## src/rtl/pc_ctrl_pkg.sv

```systemverilog
// rtl/pc_ctrl_pkg.sv - shared types and constants for the fetch PC controller
package pc_ctrl_pkg;

   typedef enum logic [1:0] {
      IDLE  = 2'd0,
      FETCH = 2'd1,
      DRAIN = 2'd2
   } pc_state_t;

   localparam int unsigned PC_INC            = 4;
   localparam int unsigned DEFAULT_RESET_VEC = 0;

endpackage

```

## src/rtl/pc_controller_if.sv

```systemverilog
// rtl/pc_controller_if.sv - instruction memory request/ack bus between PC controller and imem
interface pc_controller_if #(
   parameter int unsigned Width = 32
);
   logic             imem_req;
   logic [Width-1:0] imem_addr;
   logic             imem_ack;

   modport master (output imem_req, output imem_addr, input imem_ack);
   modport slave  (input imem_req, input imem_addr, output imem_ack);
endinterface

```

## src/rtl/pc_reg.sv

```systemverilog
// rtl/pc_reg.sv - enable-gated PC register with asynchronous active-low reset
module pc_reg #(
   parameter int unsigned      Width     = 32,
   parameter logic [Width-1:0] RESET_VEC = '0
) (
   input  logic             clk,
   input  logic             reset,
   input  logic             en,
   input  logic [Width-1:0] d,
   output logic [Width-1:0] q
);

   // PC storage: load on enable, RESET_VEC on reset
   always_ff @(posedge clk or negedge reset) begin
      if (!reset) begin
         q <= RESET_VEC;
      end else if (en) begin
         q <= d;
      end
   end

endmodule

```

## src/rtl/pc_controller.sv

```systemverilog
// rtl/pc_controller.sv - fetch PC controller with redirect/drain FSM; optional macro PC_MISALIGN_TRAP_EN
module pc_controller
   import pc_ctrl_pkg::*;
#(
   parameter int unsigned      Width     = 32,
   parameter logic [Width-1:0] RESET_VEC = Width'(DEFAULT_RESET_VEC)
) (
   input  logic             clk,
   input  logic             reset,
   input  logic             stall,
   input  logic             br_taken,
   input  logic [Width-1:0] br_target,
   input  logic             trap_req,
   input  logic [Width-1:0] trap_vec,
   pc_controller_if.master  imem,
   output logic             instr_valid,
   output logic             flush,
`ifdef PC_MISALIGN_TRAP_EN
   output logic             misalign_exc,
`endif
   output logic [Width-1:0] pc_cur
);

   pc_state_t        state_q;
   pc_state_t        state_d;
   logic             redirect;
   logic             pc_en;
   logic [Width-1:0] sel_target;
   logic [Width-1:0] target;
   logic [Width-1:0] pc_d;

   // Trap wins over branch; a misaligned branch target becomes a trap when enabled
`ifdef PC_MISALIGN_TRAP_EN
   logic misaligned;
   assign misaligned   = br_taken && !trap_req && (br_target[1:0] != 2'b00);
   assign sel_target   = (trap_req || misaligned) ? trap_vec : br_target;
   assign misalign_exc = misaligned && (state_q != IDLE);
`else
   assign sel_target   = trap_req ? trap_vec : br_target;
`endif

   // Every fetch address is word aligned
   assign target   = sel_target & ~Width'(3);
   // The single IDLE cycle after reset does not take redirects
   assign redirect = (trap_req || br_taken) && (state_q != IDLE);

   assign imem.imem_addr = pc_cur;

   pc_reg #(
      .Width     (Width),
      .RESET_VEC (RESET_VEC)
   ) u_pc_reg (
      .clk   (clk),
      .reset (reset),
      .en    (pc_en),
      .d     (pc_d),
      .q     (pc_cur)
   );

   // State register
   always_ff @(posedge clk or negedge reset) begin
      if (!reset) begin
         state_q <= IDLE;
      end else begin
         state_q <= state_d;
      end
   end

   // Next state, next PC and handshake outputs
   always_comb begin
      state_d       = state_q;
      imem.imem_req = 1'b0;
      instr_valid   = 1'b0;
      flush         = 1'b0;
      pc_en         = 1'b0;
      pc_d          = pc_cur;
      case (state_q)
         IDLE: begin
            state_d = FETCH;
         end
         FETCH: begin
            imem.imem_req = !stall;
            flush         = redirect;
            if (redirect) begin
               pc_en = 1'b1;
               pc_d  = target;
               // An outstanding request must have its late ack swallowed
               if (!stall && !imem.imem_ack) begin
                  state_d = DRAIN;
               end
            end else if (!stall && imem.imem_ack) begin
               instr_valid = 1'b1;
               pc_en       = 1'b1;
               pc_d        = pc_cur + Width'(PC_INC);
            end
         end
         DRAIN: begin
            flush = redirect;
            if (redirect) begin
               pc_en = 1'b1;
               pc_d  = target;
            end
            if (imem.imem_ack) begin
               state_d = FETCH;
            end
         end
         default: begin
            state_d = IDLE;
         end
      endcase
   end

endmodule

```

## src/flat_wrapper.sv

```systemverilog
// flat-port wrapper written by rule: the top's interface ports become plain ports
module pc_controller_flat import pc_ctrl_pkg::*;
#(
   parameter int unsigned      Width     = 32,
   parameter logic [Width-1:0] RESET_VEC = Width'(DEFAULT_RESET_VEC)
)
  (clk, reset, stall, br_taken, br_target, trap_req, trap_vec, instr_valid, flush, pc_cur, imem_imem_req, imem_imem_addr, imem_imem_ack);
  pc_controller_if #(.Width(Width)) imem_i ();
  input  logic clk;
  input  logic reset;
  input  logic stall;
  input  logic br_taken;
  input  logic [Width-1:0] br_target;
  input  logic trap_req;
  input  logic [Width-1:0] trap_vec;
  output logic instr_valid;
  output logic flush;
  output logic [Width-1:0] pc_cur;
  output wire logic [$bits(imem_i.imem_req)-1:0] imem_imem_req;
  output wire logic [$bits(imem_i.imem_addr)-1:0] imem_imem_addr;
  input wire logic [$bits(imem_i.imem_ack)-1:0] imem_imem_ack;
  assign imem_imem_req = imem_i.imem_req;
  assign imem_imem_addr = imem_i.imem_addr;
  assign imem_i.imem_ack = imem_imem_ack;
  pc_controller #(.Width(Width), .RESET_VEC(RESET_VEC)) u_core (.clk(clk), .reset(reset), .stall(stall), .br_taken(br_taken), .br_target(br_target), .trap_req(trap_req), .trap_vec(trap_vec), .imem(imem_i), .instr_valid(instr_valid), .flush(flush), .pc_cur(pc_cur));
endmodule
```

## config.mk

```make
export PLATFORM = sky130hd
export DESIGN_NAME = pc_controller_flat
export DESIGN_NICKNAME = d
export VERILOG_FILES = /design/src/rtl/pc_ctrl_pkg.sv /design/src/rtl/pc_controller_if.sv /design/src/rtl/pc_reg.sv /design/src/rtl/pc_controller.sv /design/src/flat_wrapper.sv
export SDC_FILE = /design/constraint.sdc
export NUM_CORES = 1
export LEC_CHECK = 0
export CORE_UTILIZATION = 44
export DETAILED_ROUTE_END_ITERATION = 6
export PLACE_DENSITY = 0.87
export REMOVE_ABC_BUFFERS = 1
export SYNTH_ARGS = -nofsm -noshare
export SYNTH_HDL_FRONTEND = slang
export SYNTH_SLANG_ARGS = --single-unit
```

## constraint.sdc

```tcl
create_clock -name clk -period 4.4 [get_ports clk]
set_input_delay 1.32 -clock clk [delete_from_list [all_inputs] [get_ports clk]]
set_output_delay 1.32 -clock clk [all_outputs]
set_load 0.02 [all_outputs]
```

==> run summary <==
Counting I/O delays and the setup requirement, the final critical path takes 4.14 ns. In this run the worst setup path begins at br_taken. The total chip power is between 2 and 3 mW. The fraction of the cycle the final worst path needs came out at 94.1%.

The signal on the critical path passes through clkdlybuf4s50_1 > o21bai_1 > and3_1 > clkdlybuf4s50_1. The part of the Yosys area used for sequential elements is between 20 and 30%. The number of failing hold endpoints at the final stage is 0. The filler-free cell count of the finished design came out at approximately 500. The share of power burned in combinational logic is 65.7%. The leading cell type in the layout, fill and taps excluded is clkdlybuf4s50_1. The number of maximum-capacitance violations came out at 0. The remaining max-slew budget at the tightest pin came out at 55.9%. The count of flip-flops with a built-in enable after synthesis came out at 0.

The count of buffers added on input and output ports is approximately 130. Counting flops and latches in the post-synthesis netlist gives 32. The placeable core region is 5960 um2. The flow ran to the end, and the final reports show no timing, DRC or antenna violations.

The largest vdd supply drop is roughly 0.4 mV. The worst hold path terminates at u_core.state_q[1]. The site row count came out at 28. The maximum fanout count along the critical path came out at 4. The total count of max-transition violations in the final report came out at 0.

The standby leakage power is between 1.5 and 2 nW. The via-per-instance ratio came out at about 5.9. The via count of the first global-routing pass came to 2765.

CTS saw 32 sinks. The largest incremental delay on the critical path came out at between 0.5 and 0.6 ns. In this run the power spent charging and discharging nets is ~1.4 mW. The count of hold-fix buffers inserted at cts is 0.

Across every metal layer, demand over resource in global routing totals between 20 and 30%. Leaving out fill and tap cells, the most frequent cells in the layout are 127 x clkdlybuf4s50_1, 40 x a21oi_1, 32 x dfrtp_1. Clock latency on the worst-skew pair, taken at its later pin, is about 0.29 ns. The floorplan die area came out at 6520 um2. The final weighted congestion in routability-driven placement is approximately 0.87. The number of antenna violations at the first check in global routing came out at 0. The area added between synthesis and finish came out at 44.5%. The ratio of total power to cell area came out at about 710 nW/um2. Once the floorplan was initialized, standard cells occupied 45.8% of the core. The setup slack after placement is 0.280 ns.

The start point of the worst hold path is u_core.state_q[1]. The design internal power is approximately 1.4 mW. In this run, CTS created clock tree buffers numbering 5.

The total I/O pin count is between 100 and 150. The worst setup path is captured at a primary output. The number of detailed-routing iterations run before antenna repair is 4. No sink is reached through more buffers than the 2 on the longest clock path. The worst setup path is of the input pin to primary output kind.

The share of synthesized flip-flops with an asynchronous set or reset came out at between 90% and 100%. The total number of H-tree levels is 2. The worst reg-to-reg path cell count came out at 6. The repair_antennas step left the layout with diodes totalling 0. The number of nets in the finished design is between 500 and 600. The CTS tree is done.

The half-perimeter wire length of the detailed placement result came out at slightly below 6 mm. The data arrival at the endpoint of the critical path came out at 2.82 ns. The depth of the worst hold-timing path is 1. The number of resized instances in the post-cts repair step is 0.

The total negative slack is 0 ns. The synthesized area is about 2700 um2. The first global-routing pass estimated ~13 mm of wire. The share of final-layout standard cells stronger than drive strength 1 came out at approximately 6.4%. The worst register-to-register path has a setup slack of ~1.6 ns.

Setup violations remaining at the end of the flow were counted as 0. In the routed design, unresolved DRC markers number 0. The net switching share of the total power came out at a little under 50%. The destination of the worst register-to-register timing path is u_core.u_pc_reg.q[26]. The clock-pin slew on the worst setup and hold paths is approximately 0.07 ns.

The cell total after placement is 507. The routed wirelength normalized by instance count came out at about 16 um. The die height is 80.8 um.

The share of power burned in the clock network is approximately a tenth. The sequential cell fraction of total power is about a quarter. Setup repair after global routing left no endpoint under its margin. Between clock sinks in the finished design, the worst skew comes to approximately 0.0076 ns. The setup slack after layout is between 0.2 and 0.3 ns. Entering global routing, the biggest net connects 37 pins. The number of setup buffers added after CTS came out at 0. The synthesized area per cell is just under 8 um2. The tightest min-delay check is of the flop to flop type. The startpoint of the worst-slack reg-to-reg timing path is u_core.u_pc_reg.q[2]. Once detail routing completed, the nets flagged for antenna violations numbered 0. The category of cells accounting for the largest share of critical-path delay is buffers and inverters. The total via count after detailed routing came out at between 3000 and 4000. In the synthesized netlist, the number of instances is between 300 and 400. The iteration-0 DRC count of the detailed router is around 240. Together, buffers and inverters on the worst path number 2. For this run the aggregate overflow at the end of global routing stands at 0. The required time of the critical path came out at around 3.1 ns. For the pin with the worst max-slew slack, the measured transition is roughly 0.66 ns. The most common cell type on the critical path is clkdlybuf4s50_1.

The die is 80.8 um wide. For this run, the leading register cell type out of synthesis is dfrtp_1. The total detailed-routing wirelength came out at 8.20 mm. The distinct cell type count of the synthesized netlist is 52.

On the critical path, the stage with the largest delay is an instance of clkdlybuf4s50_1. The number of warnings printed during yosys synthesis came out at 0. The worst setup path is launched from an input pin. The cell sitting at the root of the clock tree is a clkbuf_8. The count of fill cells added during filler insertion came out at 517. Static timing analysis puts the maximum clock frequency at about 240 MHz.
==> how the worst max path moves through the flow <==
| stage | slack (ns) | endpoint | cells after the start |
|---|---|---|---|
| after floorplan | 1.07 | u_core.u_pc_reg.q[26] | 5 |
| after global placement | 0.30 | instr_valid | 4 |
| after detailed placement | 0.28 | instr_valid | 4 |
| after CTS | 0.28 | instr_valid | 4 |
| after global routing | 0.18 | instr_valid | 4 |
| final | 0.26 | instr_valid | 4 |
==> metal layers <==
layer | vias to the layer above | global-route usage [%] | wire [um]
met1 | 1448 | 31.2 | 3350
met3 | 11 | 5.28 | 646
met4 | 0 | 8.39 | 92
li1 | 1431 | - | -
met2 | 152 | 43.9 | 4110
met5 | - | 0 | 0
==> Yosys cell counts, types with 3 or more instances <==
master     instances  area [um2]
a21oi_1           40         200
buf_4             34         255
dfrtp_1           32         801
nor2_1            29         109
nand2_1           20        75.1
o21ai_0           20         100
clkbuf_1          16        60.1
mux2i_1           15         150
nand3_1           15        75.1
nor3_1            13        65.1
o31ai_1            9        67.6
inv_1              8        30.0
a211oi_1           7        52.6
nand4_1            7        43.8
nor2b_1            6        37.5
o211ai_1           6        45.0
and3_1             5        31.3
o22a_1             5        43.8
a2bb2oi_1          4        35.0
buf_1              4        15.0
ha_1               4        50.1
a311oi_1           3        26.3
nor4_1             3        18.8
o21bai_1           3        22.5
or3_1              3        18.8
==> power groups by stage <==
stage	registers, mW	clock network, mW	logic, mW
final	0.676	0.284	1.84
after global routing	0.708	0.296	1.97
after CTS	0.668	0.287	1.83
after detailed placement	0.671	0	1.82
after global placement	0.662	0	1.79
after floorplan	0.942	0	0.689
==> cell type report <==
| cell class | instances | area (um2) | area share (%) |
|---|---|---|---|
| inverters | 8 | 30.0 | 0.761 |
| repair buffers | 136 | 1340 | 33.9 |
| well taps | 75 | 93.8 | 2.38 |
| clock inverters | 2 | 35.0 | 0.888 |
| multi-input cells | 256 | 1580 | 40.0 |
| flip-flops and latches | 32 | 801 | 20.3 |
| clock buffers | 6 | 72.6 | 1.84 |
==> flip-flops by register name, indices dropped and copies added, names as in the netlist <==
signal             cells
u_core.u_pc_reg.q     30
u_core.state_q         2
==> worst register-to-register path: cells and delay by family, from the launching register on <==
family | cells | cell delay (ns)
fa+ha+maj | 1 | 0.24
simple gates | 5 | 2.09
flops | 1 | 0.45
==> metrics by stage <==
step                area (um2)  util [%]  hold slack (ns)
floorplan                 2400         -            0.486
global placement          3840      64.4            0.500
detailed placement        3840      64.4            0.518
CTS                       3950      66.2            0.534
global route              3950      66.2            0.575
finish                    3950      66.2            0.534
==> cells by family after synthesis <==
kind of cell	share of synthesized area, %
adders and majority gates	1.83
and+or+nand+nor	21.9
DFF	29.3
buffers and inverters	13.6
other	0.137
AOI/OAI and AO/OA	26.9
muxes	6.32
Note: power is estimated with default switching activity, not from simulation.
